$ cat src/rtl/flop_bist_pkg.sv
// Shared types, vector table and reference model for the flop bank self-test.
package flop_bist_pkg;

    typedef enum logic [1:0] {
        IDLE    = 2'd0,
        CAPTURE = 2'd1,
        SETTLE  = 2'd2,
        DONE    = 2'd3
    } state_t;

    localparam int NUM_VECTORS = 8;
    localparam int VEC_D_W     = 8;
    // Model arithmetic is done at this width and truncated to the bank width,
    // so banks up to 64 bits are supported.
    localparam int MODEL_W     = 64;

    // Entry k sits at index k (entry 0 is the rightmost literal).
    localparam logic [NUM_VECTORS-1:0][VEC_D_W-1:0] VEC_D = {
        8'hC3, 8'h00, 8'h5A, 8'h5A, 8'h3C, 8'h00, 8'h00, 8'hA5
    };
    localparam logic [NUM_VECTORS-1:0] VEC_CE  = 8'b0010_1111;
    localparam logic [NUM_VECTORS-1:0] VEC_PRE = 8'b1000_1100;

    // Behaviour of one CE/async-preset D flop bank after a vector is applied.
    function automatic logic [MODEL_W-1:0] model_next(
        input logic [MODEL_W-1:0] cur,
        input logic [MODEL_W-1:0] d,
        input logic               ce,
        input logic               pre
    );
        return pre ? '1 : (ce ? d : cur);
    endfunction

endpackage

$ cat src/rtl/flop_bist_if.sv
// Handshake and bank-side signals between the BIST engine and its environment.
interface flop_bist_if #(
    parameter int WIDTH = 8
);
    logic             input_start;
    logic [WIDTH-1:0] input_q;
    logic [WIDTH-1:0] output_d;
    logic             output_clock_enable;
    logic             output_preset;
    logic             output_busy;
    logic             output_done;
    logic             output_pass;
    logic [2:0]       output_fail_index;

    // BIST engine side.
    modport master (
        input  input_start, input_q,
        output output_d, output_clock_enable, output_preset,
        output output_busy, output_done, output_pass, output_fail_index
    );

    // Controller and bank side.
    modport slave (
        output input_start, input_q,
        input  output_d, output_clock_enable, output_preset,
        input  output_busy, output_done, output_pass, output_fail_index
    );
endinterface

$ cat src/rtl/flop_bist_vector_rom.sv
// Combinational lookup of one test vector {D, CE, PRE} by index.
module flop_bist_vector_rom
    import flop_bist_pkg::*;
(
    input  logic [2:0]         idx,
    output logic [VEC_D_W-1:0] d,
    output logic               ce,
    output logic               pre
);

    // Pure table read; no state.
    always_comb begin
        d   = VEC_D[idx];
        ce  = VEC_CE[idx];
        pre = VEC_PRE[idx];
    end

endmodule

$ cat src/rtl/flop_bist.sv
// BIST driver/checker for a WIDTH-bit CE/async-preset flop bank: walks the
// fixed vector table, tracks the expected bank contents, stops on first miss.
module flop_bist
    import flop_bist_pkg::*;
#(
    parameter int WIDTH         = 8,
    parameter int SETTLE_CYCLES = 1
) (
    input logic         clock,
    input logic         reset_n,
    flop_bist_if.master bus
);

    localparam int CW = $clog2(SETTLE_CYCLES + 1);

    state_t           state_q, state_d;
    logic [2:0]       idx_q, idx_d;
    logic [CW-1:0]    cnt_q, cnt_d;
    logic [WIDTH-1:0] exp_q, exp_d;
    logic             exp_vld_q, exp_vld_d;
    logic [WIDTH-1:0] d_q, d_d;
    logic             ce_q, ce_d;
    logic             pre_q, pre_d;
    logic             busy_q, busy_d;
    logic             done_q, done_d;
    logic             pass_q, pass_d;
    logic [2:0]       fidx_q, fidx_d;

    logic [2:0]         rom_idx;
    logic [VEC_D_W-1:0] rom_d;
    logic               rom_ce;
    logic               rom_pre;
    logic               match;
    logic               settle_last;

    // A start always drives vector 0; an advance from SETTLE drives the next.
    assign rom_idx = (state_q == SETTLE) ? idx_q + 3'd1 : 3'd0;

    flop_bist_vector_rom u_rom (
        .idx (rom_idx),
        .d   (rom_d),
        .ce  (rom_ce),
        .pre (rom_pre)
    );

    assign match       = exp_vld_q && (bus.input_q == exp_q);
    assign settle_last = (cnt_q <= CW'(1));

    // Next-state, drive and result logic; everything holds unless changed.
    always_comb begin
        state_d   = state_q;
        idx_d     = idx_q;
        cnt_d     = cnt_q;
        exp_d     = exp_q;
        exp_vld_d = exp_vld_q;
        d_d       = d_q;
        ce_d      = ce_q;
        pre_d     = pre_q;
        busy_d    = busy_q;
        done_d    = done_q;
        pass_d    = pass_q;
        fidx_d    = fidx_q;

        case (state_q)
            IDLE, DONE: begin
                if (bus.input_start) begin
                    state_d   = CAPTURE;
                    idx_d     = 3'd0;
                    d_d       = WIDTH'(rom_d);
                    ce_d      = rom_ce;
                    pre_d     = rom_pre;
                    exp_d     = WIDTH'(model_next(MODEL_W'(exp_q), MODEL_W'(rom_d), rom_ce, rom_pre));
                    exp_vld_d = 1'b1;
                    busy_d    = 1'b1;
                    done_d    = 1'b0;
                    pass_d    = 1'b0;
                    fidx_d    = 3'd0;
                end
            end
            CAPTURE: begin
                // The bank captures on the edge that leaves this state.
                state_d = SETTLE;
                cnt_d   = CW'(SETTLE_CYCLES);
            end
            SETTLE: begin
                if (!settle_last) begin
                    cnt_d = cnt_q - CW'(1);
                end else if (match && idx_q != 3'(NUM_VECTORS - 1)) begin
                    state_d = CAPTURE;
                    idx_d   = rom_idx;
                    d_d     = WIDTH'(rom_d);
                    ce_d    = rom_ce;
                    pre_d   = rom_pre;
                    exp_d   = WIDTH'(model_next(MODEL_W'(exp_q), MODEL_W'(rom_d), rom_ce, rom_pre));
                end else begin
                    // Last vector matched, or first miss: report and release preset.
                    state_d = DONE;
                    pre_d   = 1'b0;
                    busy_d  = 1'b0;
                    done_d  = 1'b1;
                    pass_d  = match;
                    fidx_d  = match ? 3'd0 : idx_q;
                end
            end
            default: state_d = IDLE;
        endcase
    end

    // State register; reset clears everything so an aborted run leaves no preset.
    always_ff @(posedge clock or negedge reset_n) begin
        if (!reset_n) begin
            state_q   <= IDLE;
            idx_q     <= '0;
            cnt_q     <= '0;
            exp_q     <= '0;
            exp_vld_q <= 1'b0;
            d_q       <= '0;
            ce_q      <= 1'b0;
            pre_q     <= 1'b0;
            busy_q    <= 1'b0;
            done_q    <= 1'b0;
            pass_q    <= 1'b0;
            fidx_q    <= '0;
        end else begin
            state_q   <= state_d;
            idx_q     <= idx_d;
            cnt_q     <= cnt_d;
            exp_q     <= exp_d;
            exp_vld_q <= exp_vld_d;
            d_q       <= d_d;
            ce_q      <= ce_d;
            pre_q     <= pre_d;
            busy_q    <= busy_d;
            done_q    <= done_d;
            pass_q    <= pass_d;
            fidx_q    <= fidx_d;
        end
    end

    assign bus.output_d            = d_q;
    assign bus.output_clock_enable = ce_q;
    assign bus.output_preset       = pre_q;
    assign bus.output_busy         = busy_q;
    assign bus.output_done         = done_q;
    assign bus.output_pass         = pass_q;
    assign bus.output_fail_index   = fidx_q;

endmodule

$ cat src/flat_wrapper.sv
// flat-port wrapper written by rule: the top's interface ports become plain ports
module flop_bist_flat import flop_bist_pkg::*;
#(
    parameter int WIDTH         = 8,
    parameter int SETTLE_CYCLES = 1
)
  (clock, reset_n, bus_input_start, bus_input_q, bus_output_d, bus_output_clock_enable, bus_output_preset, bus_output_busy, bus_output_done, bus_output_pass, bus_output_fail_index);
  flop_bist_if #(.WIDTH(WIDTH)) bus_i ();
  input logic clock;
  input logic reset_n;
  input wire logic [$bits(bus_i.input_start)-1:0] bus_input_start;
  input wire logic [$bits(bus_i.input_q)-1:0] bus_input_q;
  output wire logic [$bits(bus_i.output_d)-1:0] bus_output_d;
  output wire logic [$bits(bus_i.output_clock_enable)-1:0] bus_output_clock_enable;
  output wire logic [$bits(bus_i.output_preset)-1:0] bus_output_preset;
  output wire logic [$bits(bus_i.output_busy)-1:0] bus_output_busy;
  output wire logic [$bits(bus_i.output_done)-1:0] bus_output_done;
  output wire logic [$bits(bus_i.output_pass)-1:0] bus_output_pass;
  output wire logic [$bits(bus_i.output_fail_index)-1:0] bus_output_fail_index;
  assign bus_i.input_start = bus_input_start;
  assign bus_i.input_q = bus_input_q;
  assign bus_output_d = bus_i.output_d;
  assign bus_output_clock_enable = bus_i.output_clock_enable;
  assign bus_output_preset = bus_i.output_preset;
  assign bus_output_busy = bus_i.output_busy;
  assign bus_output_done = bus_i.output_done;
  assign bus_output_pass = bus_i.output_pass;
  assign bus_output_fail_index = bus_i.output_fail_index;
  flop_bist #(.WIDTH(WIDTH), .SETTLE_CYCLES(SETTLE_CYCLES)) u_core (.clock(clock), .reset_n(reset_n), .bus(bus_i));
endmodule
$ cat config.mk
export PLATFORM = sky130hd
export DESIGN_NAME = flop_bist_flat
export DESIGN_NICKNAME = d
export VERILOG_FILES = /design/src/rtl/flop_bist_pkg.sv /design/src/rtl/flop_bist_if.sv /design/src/rtl/flop_bist_vector_rom.sv /design/src/rtl/flop_bist.sv /design/src/flat_wrapper.sv
export SDC_FILE = /design/constraint.sdc
export NUM_CORES = 1
export LEC_CHECK = 0
export ABC_AREA = 1
export CAP_MARGIN = 20
export CELL_PAD_IN_SITES_DETAIL_PLACEMENT = 0
export CELL_PAD_IN_SITES_GLOBAL_PLACEMENT = 2
export CORE_UTILIZATION = 37
export CTS_BUF_LIST = sky130_fd_sc_hd__clkbuf_16
export CTS_CLUSTER_DIAMETER = 80
export CTS_CLUSTER_SIZE = 30
export DETAILED_ROUTE_END_ITERATION = 8
export DONT_BUFFER_PORTS = 1
export HOLD_SLACK_MARGIN = 0.06
export PLACE_DENSITY = 0.81
export SKIP_CTS_REPAIR_TIMING = 1
export SLEW_MARGIN = 10
export SYNTH_ARGS = -nofsm -noshare
export SYNTH_HDL_FRONTEND = slang
export SYNTH_SLANG_ARGS = --single-unit
$ cat constraint.sdc
create_clock -name clock -period 5.08 [get_ports clock]
set_input_delay 1.016 -clock clock [delete_from_list [all_inputs] [get_ports clock]]
set_output_delay 1.016 -clock clock [all_outputs]
set_load 0.02 [all_outputs]
==> flow_summary.toml <==
[status]
outcome = "finished clean"

[grt]
grt_max_degree = 22
track_usage_pct = 16.5
grt_overflow_total = 0
grt_pass1_vias = 1024
grt_pass1_wl_um = 4440
antenna_found_initial = 0

[setup_path]
rr_startpoint = "u_core.state_q[0]$_DFFE_PN0P_"
crit_type = "reg -> reg"
critPathMaxFanout = 10
reg2reg_slack_ns = 2.73
crit_required_ns = 5.23
reg2reg_to = "u_core.exp_q[0]$_DFFE_PN0P_"
rr_worst_depth = 14
crit_path_end_kind = "register"
cp.arrival_ns = 2.50
cp-start-kind = "register"

[cells_and_area]
fin_util_pct = 43.0
layout_commonest_cell = "nand2_1"
final_cell_count_no_fill = 206
finish.instance_area_um2 = 1360
diodes = 0
drive_gt1_share_pct = 12.3
fillers = 348
syn2layout_area_growth_pct = 6.07
layout.nets = 182
final_cell_mix = "nand2_1, dfrtp_1, nand3_1"

[clock_network]
insertion_delay_ns = 0.25
root_buffer = "clkbuf_16"
cts_tree = "done"
cts_sinks = 21
max-clock-path-buffers = 2
cts.reportedPaths.clkPinSlew_ns = 0.06
htree_levels = 1
numCtsBuffers = 3

[sta]
worstMarginPinSlew_ns = 0.516
final-setup-viol-count = 0
fin_crit_ns = 2.35
slew_viol_final = 0
finalHoldViolCount = 0
fmax_ghz = 0.426
rsz0062_at_grt = "false"
slew_headroom_pct = 65.6
fin_crit_sh_pct = 46.2
setup_tns_ns = 0
fin_skew_ns = 0.00143

[power]
pwr-share-seq_pct = 39.3
p_per_area_nw_per_um2 = 542
p_clk_share_pct = 23.2
power_leakage_nw = 0.749
switchingPower_mw = 0.329
power_frac_comb_pct = 37.5
power.internal_mw = 0.406
vdd_ir_drop_max_mv = 0.284
swShare_pct = 44.8

[route]
drtIter0Drc = 24
avgViaCountPerCell = 4.80
vias = 988
routedWlPerCell_um = 12.3
drc = 0
routed_wl_um = 2520
drtAntennaViolNets = 0
dr.pass1.iters = 4

[synth]
ys_seq_area_share_pct = 41.1
syn_area_um2 = 1280
synth-warning-count = 0
syn_inst = 165
synth.avg_cell_area_um2 = 7.74
synth_fp_nets = 184
ys_ff_latch = 21
yosysUniqueCellTypes = 24

[placed_design]
place_area_um2 = 1270
dp_hpwl_um = 1950
dp_cells = 202
io_buffers = 0
place_congestion = 0.742

[floorplan]
die_w_um = 60.8
initial_core_util_pct = 40.5
coreArea_um2 = 3150
dieArea_um2 = 3690
rows = 20
ios = 27
fp.dieH_um = 60.8

[hold_path]
hold_class = "in -> async"

[job]
cap_violations = 0
[cell families after synthesis]
kind of cell | count (synthesis) | share of synthesized area [%]
fa+ha+maj | 8 | 7.84
compound gates | 12 | 6.37
flops | 21 | 41.1
simple gates | 98 | 34.6
buf+inv | 26 | 10.1
[cells in the mapped netlist, drive strengths merged]
library cell / number / area [µm²]
dfrtp: 21 / 526
a21oi: 3 / 22.5
ha: 8 / 100
nand2: 61 / 251
nand4: 4 / 31.3
nor3: 1 / 5.00
o21ai: 8 / 51.3
o21bai: 1 / 7.51
nand3: 19 / 100
nor2: 12 / 47.6
inv: 19 / 71.3
buf: 7 / 57.6
or2: 1 / 6.26
[layout make-up]
cell class | count | area (µm²) | share of cell area, %
clock buffer | 3 | 75.1 | 5.54
tap | 44 | 55.1 | 4.06
sequential | 21 | 526 | 38.8
multi-input combinational | 118 | 623 | 46.0
clock inverter | 1 | 5.00 | 0.369
inverter | 19 | 71.3 | 5.26
[critical path: stages, from the launching register on]
cell and delay [ns]:
dfrtp_1 0.40, inv_1 0.07, ha_1 0.47, inv_2 0.12, nor2_1 0.32, ha_1 0.21, inv_1 0.06, nor2_1 0.13
a21oi_2 0.07, inv_2 0.05, o21ai_1 0.06, inv_2 0.11, nand2_2 0.07, nand2_1 0.06, nand2_1 0.05
[per-stage QoR]
| step | hold WS [ns] | power (mW) | worst slack [ns] |
|---|---|---|---|
| 2_1_floorplan | 0.433 | 0.536 | 3.17 |
| 3_3_place_gp | 0.448 | 0.565 | 2.84 |
| 3_5_place_dp | 0.451 | 0.574 | 2.73 |
| 4_1_cts | 0.447 | 0.747 | 2.72 |
| 5_1_grt | 0.440 | 0.804 | 2.52 |
| 6_report | 0.451 | 0.735 | 2.73 |
[how the worst max path moves through the flow]
| stage | from | end | cells past startpoint |
|---|---|---|---|
| after floorplan | bus_input_q[3] | u_core.bus.output_d[0]$_DFFE_PN0P_ | 8 |
| after global placement | u_core.state_q[0]$_DFFE_PN0P_ | u_core.exp_q[6]$_DFFE_PN0P_ | 14 |
| after detailed placement | u_core.state_q[0]$_DFFE_PN0P_ | u_core.exp_q[0]$_DFFE_PN0P_ | 14 |
| after CTS | u_core.state_q[0]$_DFFE_PN0P_ | u_core.exp_q[0]$_DFFE_PN0P_ | 14 |
| after global routing | u_core.state_q[0]$_DFFE_PN0P_ | u_core.exp_q[6]$_DFFE_PN0P_ | 14 |
| final | u_core.state_q[0]$_DFFE_PN0P_ | u_core.exp_q[0]$_DFFE_PN0P_ | 14 |
[state kept, by name (all words and copies together), names as in the netlist]
signal / count
u_core.bus.output_fail_index: 3
u_core.bus.output_preset: 1
u_core.idx_q: 3
u_core.bus.output_d: 4
u_core.exp_vld_q: 1
u_core.state_q: 2
u_core.exp_q: 3
u_core.bus.output_pass: 1
u_core.bus.output_busy: 1
u_core.bus.output_clock_enable: 1
u_core.bus.output_done: 1
[routing by layer]
layer | vias up | wire length (µm) | part of all wire [%] | track usage [%]
met5 | - | 0 | 0 | 0
met4 | 0 | 31 | 1.2 | 5.84
met3 | 4 | 118 | 4.7 | 3.84
met2 | 21 | 1230 | 49 | 29.0
met1 | 451 | 1150 | 45 | 19.6
li1 | 512 | - | - | -
[power groups by stage]
stage / Sequential [mW] / Combinational [mW] / Clock (mW)
floorplan: 0.271 / 0.265 / 0
global placement: 0.290 / 0.275 / 0
detailed placement: 0.292 / 0.282 / 0
CTS: 0.289 / 0.282 / 0.175
global route: 0.296 / 0.326 / 0.182
finish: 0.289 / 0.276 / 0.170
No activity file was read; power rests on OpenSTA's default activity.
